`config.mk`:
```
export PLATFORM = sky130hd
export DESIGN_NAME = xdma_dsc_byp_issuer
export DESIGN_NICKNAME = d
export VERILOG_FILES = /design/src/rtl/xdma_dsc_byp_issuer.sv
export SDC_FILE = /design/constraint.sdc
export NUM_CORES = 1
export LEC_CHECK = 0
export BUFFER_PORTS_ARGS = -buffer_cell sky130_fd_sc_hd__buf_2
export CAP_MARGIN = 25
export CORE_MARGIN = 5
export CORE_UTILIZATION = 43
export CTS_CLUSTER_SIZE = 16
export DETAILED_ROUTE_END_ITERATION = 8
export GPL_ROUTABILITY_DRIVEN = 1
export PLACE_DENSITY = 0.61
export SLEW_MARGIN = 25
export SYNTH_ARGS = -nofsm -noshare
export SYNTH_HDL_FRONTEND = slang
export SYNTH_SLANG_ARGS = --single-unit
```
`constraint.sdc`:
```
create_clock -name axi_aclk -period 28 [get_ports axi_aclk]
set_input_delay 1.4 -clock axi_aclk [delete_from_list [all_inputs] [get_ports axi_aclk]]
set_output_delay 1.4 -clock axi_aclk [all_outputs]
set_load 0.1 [all_outputs]
```
`src/rtl/xdma_dsc_byp_issuer.sv`:
```
// Splits software DMA requests into XDMA channel-0 descriptor-bypass descriptors,
// never letting a descriptor cross a MAX_CHUNK_BYTES boundary in host address space.
module xdma_dsc_byp_issuer #(
    parameter int unsigned MAX_CHUNK_BYTES = 4096,
    parameter logic [15:0] CTL_LAST        = 16'h0013,
    parameter logic [15:0] CTL_MID         = 16'h0000
) (
    input  logic        axi_aclk,
    input  logic        axi_areset,
    input  logic        req_valid,
    output logic        req_ready,
    input  logic        req_dir,
    input  logic [63:0] req_host_addr,
    input  logic [63:0] req_card_addr,
    input  logic [27:0] req_len,
    output logic        h2c_dsc_byp_load,
    input  logic        h2c_dsc_byp_ready,
    output logic [63:0] h2c_dsc_byp_src_addr,
    output logic [63:0] h2c_dsc_byp_dst_addr,
    output logic [27:0] h2c_dsc_byp_len,
    output logic [15:0] h2c_dsc_byp_ctl,
    output logic        c2h_dsc_byp_load,
    input  logic        c2h_dsc_byp_ready,
    output logic [63:0] c2h_dsc_byp_src_addr,
    output logic [63:0] c2h_dsc_byp_dst_addr,
    output logic [27:0] c2h_dsc_byp_len,
    output logic [15:0] c2h_dsc_byp_ctl,
    output logic        busy,
    output logic        done_valid,
    output logic        done_dir,
    output logic        err_zero_len
);

    localparam int unsigned OFF_W = (MAX_CHUNK_BYTES > 1) ? $clog2(MAX_CHUNK_BYTES) : 1;

    typedef enum logic [1:0] {IDLE, CALC, ISSUE} state_t;

    state_t      state, state_nxt;
    logic        dir;
    logic [63:0] host_addr;
    logic [63:0] card_addr;
    logic [27:0] remaining;
    logic [27:0] chunk;
    logic        last;

    logic [27:0] to_boundary;
    logic [27:0] chunk_c;
    logic        last_c;
    logic        accept;
    logic        req_take;

    // Bytes left before the host address reaches the next chunk boundary.
    assign to_boundary = 28'(MAX_CHUNK_BYTES) - 28'(host_addr[OFF_W-1:0]);
    assign chunk_c     = (remaining < to_boundary) ? remaining : to_boundary;
    assign last_c      = (remaining == chunk_c);

    assign req_ready = (state == IDLE);
    assign busy      = (state != IDLE);
    assign req_take  = req_ready && req_valid && (req_len != '0);

    // Loads are combinational from ready so each descriptor strobes exactly once.
    assign h2c_dsc_byp_load = (state == ISSUE) && !dir && h2c_dsc_byp_ready;
    assign c2h_dsc_byp_load = (state == ISSUE) &&  dir && c2h_dsc_byp_ready;
    assign accept           = h2c_dsc_byp_load || c2h_dsc_byp_load;

    always_ff @(posedge axi_aclk or posedge axi_areset) begin
        if (axi_areset) state <= IDLE;
        else            state <= state_nxt;
    end

    always_comb begin
        state_nxt = state;
        unique case (state)
            IDLE:    if (req_take) state_nxt = CALC;
            CALC:    state_nxt = ISSUE;
            ISSUE:   if (accept) state_nxt = last ? IDLE : CALC;
            default: state_nxt = IDLE;
        endcase
    end

    always_ff @(posedge axi_aclk or posedge axi_areset) begin
        if (axi_areset) begin
            dir                  <= 1'b0;
            host_addr            <= '0;
            card_addr            <= '0;
            remaining            <= '0;
            chunk                <= '0;
            last                 <= 1'b0;
            h2c_dsc_byp_src_addr <= '0;
            h2c_dsc_byp_dst_addr <= '0;
            h2c_dsc_byp_len      <= '0;
            h2c_dsc_byp_ctl      <= '0;
            c2h_dsc_byp_src_addr <= '0;
            c2h_dsc_byp_dst_addr <= '0;
            c2h_dsc_byp_len      <= '0;
            c2h_dsc_byp_ctl      <= '0;
            done_valid           <= 1'b0;
            done_dir             <= 1'b0;
            err_zero_len         <= 1'b0;
        end else begin
            done_valid   <= 1'b0;
            err_zero_len <= req_ready && req_valid && (req_len == '0);

            if (req_take) begin
                dir       <= req_dir;
                host_addr <= req_host_addr;
                card_addr <= req_card_addr;
                remaining <= req_len;
            end

            if (state == CALC) begin
                chunk <= chunk_c;
                last  <= last_c;
                if (!dir) begin
                    h2c_dsc_byp_src_addr <= host_addr;
                    h2c_dsc_byp_dst_addr <= card_addr;
                    h2c_dsc_byp_len      <= chunk_c;
                    h2c_dsc_byp_ctl      <= last_c ? CTL_LAST : CTL_MID;
                end else begin
                    c2h_dsc_byp_src_addr <= card_addr;
                    c2h_dsc_byp_dst_addr <= host_addr;
                    c2h_dsc_byp_len      <= chunk_c;
                    c2h_dsc_byp_ctl      <= last_c ? CTL_LAST : CTL_MID;
                end
            end

            if (accept) begin
                host_addr <= host_addr + 64'(chunk);
                card_addr <= card_addr + 64'(chunk);
                remaining <= remaining - chunk;
                if (last) begin
                    done_valid <= 1'b1;
                    done_dir   <= dir;
                end
            end
        end
    end

endmodule

```
==> results.toml <==
[global_route]
grt_pass1_wl_um = 131000
grt_pass1_vias = 21600
track_usage_pct = 25.8
grt_max_degree = 108
antenna_found_initial = 23
overflow = 0

[detailed_routing]
routed_wl_um = 86200
via_per_inst = 5.60
antenna_left = 0
routedWlPerCell_um = 22.0
drt_iter0_markers = 1817
num_vias = 21900
post-route-drc-count = 0
drt-pass1-iter-count = 5

[clocking]
clkLatencyLatePin_ps = 620
cts_num_sinks = 505
numCtsBuffers = 56
cts_tree = "done"
postCtsSetupRepairBufs = 0
clkTransAtPathRegs_ps = 60
cts_resized = 0
clockBufferDepth = 3
root_buffer = "clkbuf_16"
holdBufCountCts = 0
htreeDepth = 2

[final_layout]
nFillCells = 5466
nets = 3344
area_growth_pct = 19.5
layout-drive-gt1-share_pct = 24.1
final_cell_mix = "nand2_1 (571), dfrtp_1 (505), buf_2 (486)"
layout_commonest_cell = "nand2_1"

[worst_hold_path]
holdCritStartpoint = "h2c_dsc_byp_dst_addr[6]"
hold_path_class = "reg -> reg"
whs_endpoint = "h2c_dsc_byp_dst_addr[6]"
min_path_cells = 2

[synthesis]
syn_area_um2 = 25600
yosysSeqAreaShare_pct = 49.3
ys_types = 80
synth_edf_count = 0
postSynthCellCount = 2657
synth-seq-cells = 505
yosysWarnings = 0
synth_flop_cell = "dfrtp_1"
avgSynthCellArea_um2 = 9.64
async_flop_share_pct = 100

[timing]
fin_tns_setup_ps = 0
finalHoldViolCount = 0
relSlewSlack_pct = 29.5
worst_pin_slew_ps = 1060
slew_violations = 0
fmax_ghz = 0.218
period_needed_ps = 4590
fin_skew_ps = 23.0
rsz0062_at_grt = "false"
fin_crit_sh_pct = 16.4
setup_viol = 0

[floorplanning]
die_h_um = 254
rows = 89
dieArea_um2 = 64600
ios = 513
initial_core_util_pct = 43.4
core-area_um2 = 59000
fp.dieW_um = 254

[critical_path]
arrival_ps = 5030
worstSetupPathType = "reg -> reg"
r2r_start = "host_addr[2]"
cp-start-kind = "register"
cp-end-kind = "register"
worstPathRequired_ps = 28440
ff2ff_path_depth = 12
slowest_delay_ps = 800
crit_top_cell = "or3_1"
rrSetupSlack_ps = 23410
path_cells = "nor2_1 -> nand3_1 -> or3_1 -> or3_1 -> xor2_1 -> inv_1 -> ha_1 -> or4_1 -> a211o_1 -> a211oi_4 -> mux2i_1 -> o21ai_0"
slowest_stage = "a211oi_4"
path_max_fanout = 13
r2r_end = "h2c_dsc_byp_len[9]"

[placement]
gp_congestion = 0.942
dp_hpwl_um = 63000
port_buffers = 486

[run]
cap_violations = 0

[status]
status = "completed"
==> area by class of cell <==
cell class	instances	area (um2)	share of cell area, %
repair buffers	509	2620	8.55
well taps	773	967	3.16
clock buffers	75	1600	5.24
flip-flops and latches	505	12600	41.3
inverters	72	278	0.907
diodes	16	40.0	0.131
clock inverters	26	377	1.23
multi-input cells	1939	12100	39.5
==> state kept, by name (all words and copies together), names as in the netlist, 28 cells and up <==
| signal | count |
|---|---|
| host_addr | 64 |
| remaining | 28 |
| chunk | 28 |
| c2h_dsc_byp_src_addr | 64 |
| c2h_dsc_byp_dst_addr | 64 |
| c2h_dsc_byp_len | 28 |
| h2c_dsc_byp_dst_addr | 64 |
| card_addr | 64 |
| h2c_dsc_byp_src_addr | 64 |
| h2c_dsc_byp_len | 28 |
==> stage by stage <==
stage | utilization, % | hold slack, ps | std cells | worst slack, ps | area [um2]
2_1_floorplan | - | 448 | 2682 | 12500 | 25700
3_3_place_gp | 48.4 | 454 | 3798 | 23430 | 28600
3_5_place_dp | 48.4 | 458 | 3798 | 23430 | 28600
4_1_cts | 51.8 | 472 | 3899 | 23420 | 30600
5_1_grt | 51.8 | 481 | 3908 | 23140 | 30600
6_report | 51.9 | 465 | 3915 | 23410 | 30600
==> cell usage after synthesis, drive strengths merged (17+ instances only) <==
cell type	count	area, um2
a211oi	23	185
a21o	45	338
a21oi	100	500
a22oi	41	308
and2	43	272
and3	24	150
buf	53	339
clkbuf	113	428
dfrtp	505	12600
ha	96	1200
inv	72	270
mux2	121	1360
mux2i	21	210
nand2	572	2150
nand2b	19	119
nand3	65	325
nand4	24	156
nor2	129	484
nor3	42	215
nor4	23	165
o211ai	23	173
o21a	17	128
o21ai	172	865
o22ai	21	131
xnor2	47	412
xor2	38	333
==> metal layers <==
metal  vias up  share of wire, %  GRT usage (%)
met2       733                47           41.2
met3       143               7.0           5.54
met4        12               2.7           7.38
li1      10200                 -              -
met1     10900                43           35.7
met5         -             0.097              0
==> kinds of logic after synthesis <==
family                     Yosys count  synth area share (%)
and+or+nand+nor                    997                  17.4
adders and majority gates           99                  4.92
DFF                                505                  49.3
xor gates and xnor gates            85                  2.91
AOI/OAI and AO/OA                  590                  15.3
buffers and inverters              238                  4.05
muxes                              142                  6.14
other                                1                0.0146
==> worst max path at each step <==
stage	start	end	slack [ps]	cells after the start
floorplan	axi_areset	c2h_dsc_byp_ctl[1]	12500	1
global placement	host_addr[2]	h2c_dsc_byp_len[9]	23430	12
detailed placement	host_addr[0]	h2c_dsc_byp_len[9]	23430	12
CTS	host_addr[2]	h2c_dsc_byp_len[9]	23420	12
global route	host_addr[2]	c2h_dsc_byp_len[9]	23140	12
finish	host_addr[2]	h2c_dsc_byp_len[9]	23410	12
==> critical path, delay by kind of cell, from the launching register on <==
kind | cells | cell delay (ps)
and+or+nand+nor | 5 | 1470
AOI/OAI and AO/OA | 3 | 1300
muxes | 1 | 560
DFF | 1 | 470
xor gates and xnor gates | 1 | 320
adders and majority gates | 1 | 200
buffers and inverters | 1 | 90
Power is not shown: default switching activity piles up to over one toggle a cycle in this logic, so the estimate is an artifact.
